<file path="src/rtl/acc_control_sequencer.sv">
// Fetch/decode/execute sequencer for the 16-bit accumulator machine (PC, IR, AC).
// Define ACC_SEQ_ILLEGAL_TRAP_EN to make illegal opcodes halt with error set.
module acc_control_sequencer #(
   parameter logic [15:0] RESET_PC = 16'h0000
) (
   input  logic        clk,
   input  logic        reset,
   input  logic        start,
   output logic        halted,
   output logic        error,
   output logic [15:0] pc_out,
   output logic [15:0] acc_out,
   output logic [15:0] mem_addr,
   output logic [15:0] mem_wdata,
   output logic        mem_we,
   input  logic [15:0] mem_rdata,
   output logic [3:0]  alu_opcode,
   output logic [15:0] alu_operand1,
   output logic [15:0] alu_operand2,
   input  logic [15:0] alu_result
);

   typedef enum logic [2:0] {
      S_IDLE, S_FETCH, S_LOAD_IR, S_EXEC, S_WRITEBACK, S_HALT
   } state_t;

   localparam logic [3:0] OP_HALT  = 4'h0;
   localparam logic [3:0] OP_LOAD  = 4'h1;
   localparam logic [3:0] OP_STORE = 4'h2;
   localparam logic [3:0] OP_JUMP  = 4'h3;
   localparam logic [3:0] OP_JZ    = 4'h4;
   localparam logic [3:0] OP_ALU   = 4'h5;

   state_t      state, state_nx;
   logic [15:0] pc, pc_nx, ir, ir_nx, ac, ac_nx;
   logic [3:0]  opcode;
   logic [15:0] op_addr, alu_addr;

   assign opcode   = ir[15:12];
   assign op_addr  = {4'h0, ir[11:0]};
   assign alu_addr = {8'h00, ir[7:0]};

   assign halted       = (state == S_HALT);
   assign pc_out       = pc;
   assign acc_out      = ac;
   assign mem_wdata    = ac;
   assign alu_operand1 = ac;
   assign alu_operand2 = mem_rdata;

`ifdef ACC_SEQ_ILLEGAL_TRAP_EN
   logic err_q, err_set;
   assign error = err_q;
`else
   assign error = 1'b0;
`endif

   always_ff @(posedge clk or posedge reset) begin
      if (reset) begin
         state <= S_IDLE;
         pc    <= RESET_PC;
         ir    <= 16'h0000;
         ac    <= 16'h0000;
      end else begin
         state <= state_nx;
         pc    <= pc_nx;
         ir    <= ir_nx;
         ac    <= ac_nx;
      end
   end

`ifdef ACC_SEQ_ILLEGAL_TRAP_EN
   always_ff @(posedge clk or posedge reset) begin
      if (reset)        err_q <= 1'b0;
      else if (err_set) err_q <= 1'b1;
   end
`endif

   // mem_we is purely combinational on state, so an async reset kills a STORE at once
   always_comb begin
      state_nx   = state;
      pc_nx      = pc;
      ir_nx      = ir;
      ac_nx      = ac;
      mem_addr   = pc;
      mem_we     = 1'b0;
      alu_opcode = 4'b0000;
`ifdef ACC_SEQ_ILLEGAL_TRAP_EN
      err_set    = 1'b0;
`endif
      case (state)
         S_IDLE:    if (start) state_nx = S_FETCH;
         S_FETCH:   state_nx = S_LOAD_IR;
         S_LOAD_IR: begin
            ir_nx    = mem_rdata;
            pc_nx    = pc + 16'd1;
            state_nx = S_EXEC;
         end
         S_EXEC: begin
            mem_addr = (opcode == OP_ALU) ? alu_addr : op_addr;
            case (opcode)
               OP_HALT:  state_nx = S_HALT;
               OP_LOAD:  state_nx = S_WRITEBACK;
               OP_ALU:   state_nx = S_WRITEBACK;
               OP_STORE: begin
                  mem_we   = 1'b1;
                  state_nx = S_FETCH;
               end
               OP_JUMP: begin
                  pc_nx    = op_addr;
                  state_nx = S_FETCH;
               end
               OP_JZ: begin
                  if (ac == 16'h0000) pc_nx = op_addr;
                  state_nx = S_FETCH;
               end
               default: begin
`ifdef ACC_SEQ_ILLEGAL_TRAP_EN
                  err_set  = 1'b1;
                  state_nx = S_HALT;
`else
                  state_nx = S_FETCH;
`endif
               end
            endcase
         end
         S_WRITEBACK: begin
            if (opcode == OP_ALU) begin
               alu_opcode = ir[11:8];
               ac_nx      = alu_result;
            end else begin
               ac_nx      = mem_rdata;
            end
            state_nx = S_FETCH;
         end
         S_HALT:  state_nx = S_HALT;
         default: state_nx = S_IDLE;
      endcase
   end

endmodule

</file>
<file path="config.mk">
export PLATFORM = sky130hd
export DESIGN_NAME = acc_control_sequencer
export DESIGN_NICKNAME = d
export VERILOG_FILES = /design/src/rtl/acc_control_sequencer.sv
export SDC_FILE = /design/constraint.sdc
export NUM_CORES = 1
export LEC_CHECK = 0
export CORE_UTILIZATION = 43
export CTS_CLUSTER_DIAMETER = 40
export DETAILED_ROUTE_END_ITERATION = 6
export GPL_TIMING_DRIVEN = 1
export PLACE_DENSITY_LB_ADDON = 0.08
export SLEW_MARGIN = 10
export SYNTH_ARGS = -nofsm -noshare
export SYNTH_HDL_FRONTEND = slang
export SYNTH_SLANG_ARGS = --single-unit
export TNS_END_PERCENT = 30
</file>
<file path="constraint.sdc">
create_clock -name clk -period 2.11 [get_ports clk]
set_input_delay 0.422 -clock clk [delete_from_list [all_inputs] [get_ports clk]]
set_output_delay 0.422 -clock clk [all_outputs]
set_load 0.03 [all_outputs]
</file>
==> impl_metrics.csv <==
group,metric,value,unit
final_layout,register_area,1280,µm²
clock_network,cts.clk_slew.worst_paths,0.09,ns
place,dp_hpwl,6.37,mm
routing,dr_wl_met3,627,µm
worst_setup_path,r2r-end,"pc_out[13]",
sta,slew_headroom,63.0,%
place,gp_congestion,0.795,
global_routing,grt_max_degree,52,
worst_setup_path,worst_path_max_delay_cell,"dfrtp_1",
sta,slew_violations,0,
clock_network,clockBufferDepth,2,
worst_setup_path,cp_max_fo,6,
worst_setup_path,end_kind,"output port",
logic_synthesis,syn_inst,346,
floorplanning,dieWidth,87.8,µm
power_and_ir_drop,peakVddDrop,0.941,mV
worst_setup_path,crit_chain,"nor2b_2 > nand2_2 > buf_4 > and2_1 > dlygate4sd2_1",
logic_synthesis,synth-seq-cells,51,
routing,drt_first_iter_violations,153,
global_routing,grt_usage,22.6,%
routing,routedWlPerCell,15.5,µm
final_layout,antenna_cells,0,
routing,wl_met2,4.21,mm
floorplanning,fp.dieH,87.8,µm
outcome,status,"complete, no violations",
logic_synthesis,yosys-top-cells-count,"51 x dfrtp_1, 50 x buf_4, 34 x nand2_1, 21 x nor2_1, 19 x o21ai_0",
worst_hold_path,hp-class,"input port to async pin",
routing,dr.pass1.iters,4,
routing,via_count,2868,
place,portBuffers,136,
clock_network,cts-root-buf,"clkbuf_8",
global_routing,grt_pass1_wl,13.3,mm
clock_network,cts_sinks,51,
worst_setup_path,ff2ff_path_depth,5,
routing,wl,8.53,mm
power_and_ir_drop,p_leak,0.00192,µW
sta,whs,0.475,ns
floorplanning,initial_utilization,45.6,%
routing,wl_met1,3.54,mm
global_routing,antenna_found_initial,0,
routing,drc,0,
power_and_ir_drop,power_density,1640,nW/µm²
global_routing,grt_overflow_total,0,
sta,fmax,485,MHz
logic_synthesis,avgSynthCellArea,9.15,µm²
worst_setup_path,cp.buffers_inverters,2,
sta,worstMarginPinSlew,0.551,ns
clock_network,clock_latency,0.31,ns
routing,vias_per_cell,5.21,
floorplanning,rows,30,
worst_setup_path,start_kind,"flip-flop",
sta,rsz0062_at_grt,"true",
sta,timing.final.ws_setup,0.0466,ns
clock_network,numCtsBuffers,5,
worst_setup_path,max_stage_delay,0.40,ns
logic_synthesis,ys_seq_area_share,40.3,%
worst_setup_path,crit_family,"buffers and inverters",
worst_setup_path,r2r-start,"pc_out[3]",
logic_synthesis,synth_flop_cell,"dfrtp_1",
floorplanning,ios,138,
logic_synthesis,syn_area,3170,µm²
logic_synthesis,synth_edf_count,0,
clock_network,cts_tree,"done",
final_layout,drive_gt1_share,20.7,%
logic_synthesis,async_reset_ff_share,100,%
final_layout,fill_cells,593,
sta,tns,0,ns
sta,skew,0.00800,ns
worst_setup_path,cp.arrival,1.64,ns
floorplanning,core,6940,µm²
global_routing,grt_pass1_vias,2705,
run,maxCapViolations,0,
final_layout,post-route-util,65.5,%
routing,ant_nets,0,
logic_synthesis,yosys_warnings,0,
logic_synthesis,ys_types,44,
final_layout,syn_to_final_growth,43.6,%
final_layout,fin_nets,490,
clock_network,cts-htree-levels,2,
routing,top_layer_used,"met4",
logic_synthesis,synth_area_leader_cell,"dfrtp_1",
logic_synthesis,syn_nets,382,
worst_setup_path,crit_type,"flip-flop to output port",
worst_setup_path,critPathRequiredTime,1.69,ns
floorplanning,die_area,7710,µm²
sta,final.period_utilization,97.8,%
sta,hold_viol_final,0,
logic_synthesis,synth_area_leaders,"dfrtp_1 40%, buf_4 12%, mux2i_1 5.4%, mux2_2 4.3%, nand2_1 4.0%",
logic_synthesis,yosysMostFrequentCell,"dfrtp_1",
sta,fin_crit,2.06,ns
worst_setup_path,reg2reg_slack,0.32,ns
sta,setup_viol,0,
logic_synthesis,synth_top_area_share,40.3,%
final_layout,multiInputGateArea,1430,µm²
place,dp_slack,0.0729,ns
-- what timing repair did --
action | CTS | global route
endpoints found under the setup margin | 15 | 16
gates resized for setup | 14 | 13
setup buffers | 0 | 0
hold buffers | 0 | 0
-- worst reg2reg max path: stages (launching register included) --
cell     delay (ns)
dfrtp_1        0.51
nand4_2        0.18
or4_4          0.55
nor2_2         0.13
o22ai_1        0.09
a22o_1         0.23
-- where the power goes --
part           switching [µW]  internal, µW
sequential                520          1410
clock                     332           234
combinational            2860          2100
-- cell type report --
class | instances | area share (%)
timing repair buffer | 170 | 35.2
clock buffer | 7 | 1.68
tap | 96 | 2.64
sequential | 51 | 28.1
clock inverter | 1 | 0.110
multi-input combinational | 215 | 31.4
inverter | 11 | 0.908
-- per-stage QoR --
stage	area (µm²)	power (µW)	std cells
after CTS	4510	7410	551
after global routing	4550	7930	551
after global placement	4420	6780	543
after detailed placement	4420	6840	543
after floorplan	3170	5210	346
final	4550	7450	551
-- layout by cell type, fill, tap and decap left out, types with 7 or more instances in the layout --
master           instances
clkdlybuf4s50_1        114
dfrtp_1                 50
buf_4                   47
nand2_1                 33
nor2_1                  19
o21ai_0                 19
a21oi_1                 18
mux2i_1                 17
mux2_2                  12
nand3_1                 10
o22ai_1                 10
inv_1                    9
and3_1                   7
-- layer usage --
layer | global-route usage (%) | up-vias
met2 | 38.8 | 133
li1 | - | 1377
met5 | 0 | -
met3 | 4.71 | 15
met4 | 7.60 | 0
met1 | 28.2 | 1343
-- sequential cells by signal (all words and copies together) (netlist names) --
name,flops
acc_out,16
ir,16
pc_out,16
state,3
-- how the worst max path moves through the flow --
| stage | end | start | cells after the start |
|---|---|---|---|
| 6_report | mem_addr[15] | state[2] | 5 |
| 5_1_grt | alu_opcode[1] | ir[13] | 5 |
| 4_1_cts | mem_addr[15] | state[2] | 5 |
| 3_5_place_dp | mem_addr[8] | state[2] | 5 |
| 3_3_place_gp | alu_operand2[0] | mem_rdata[0] | 2 |
| 2_1_floorplan | mem_addr[0] | state[1] | 5 |
-- kinds of logic after synthesis --
| family | Yosys count | synth area share, % |
|---|---|---|
| buffers and inverters | 80 | 16.1 |
| and+or+nand+nor | 103 | 16.5 |
| AOI/OAI and AO/OA | 76 | 15.3 |
| xor gates and xnor gates | 1 | 0.277 |
| DFF | 51 | 40.3 |
| adders and majority gates | 1 | 0.395 |
| other | 1 | 0.118 |
| muxes | 33 | 11.1 |
(Power assumes the default switching activity.)
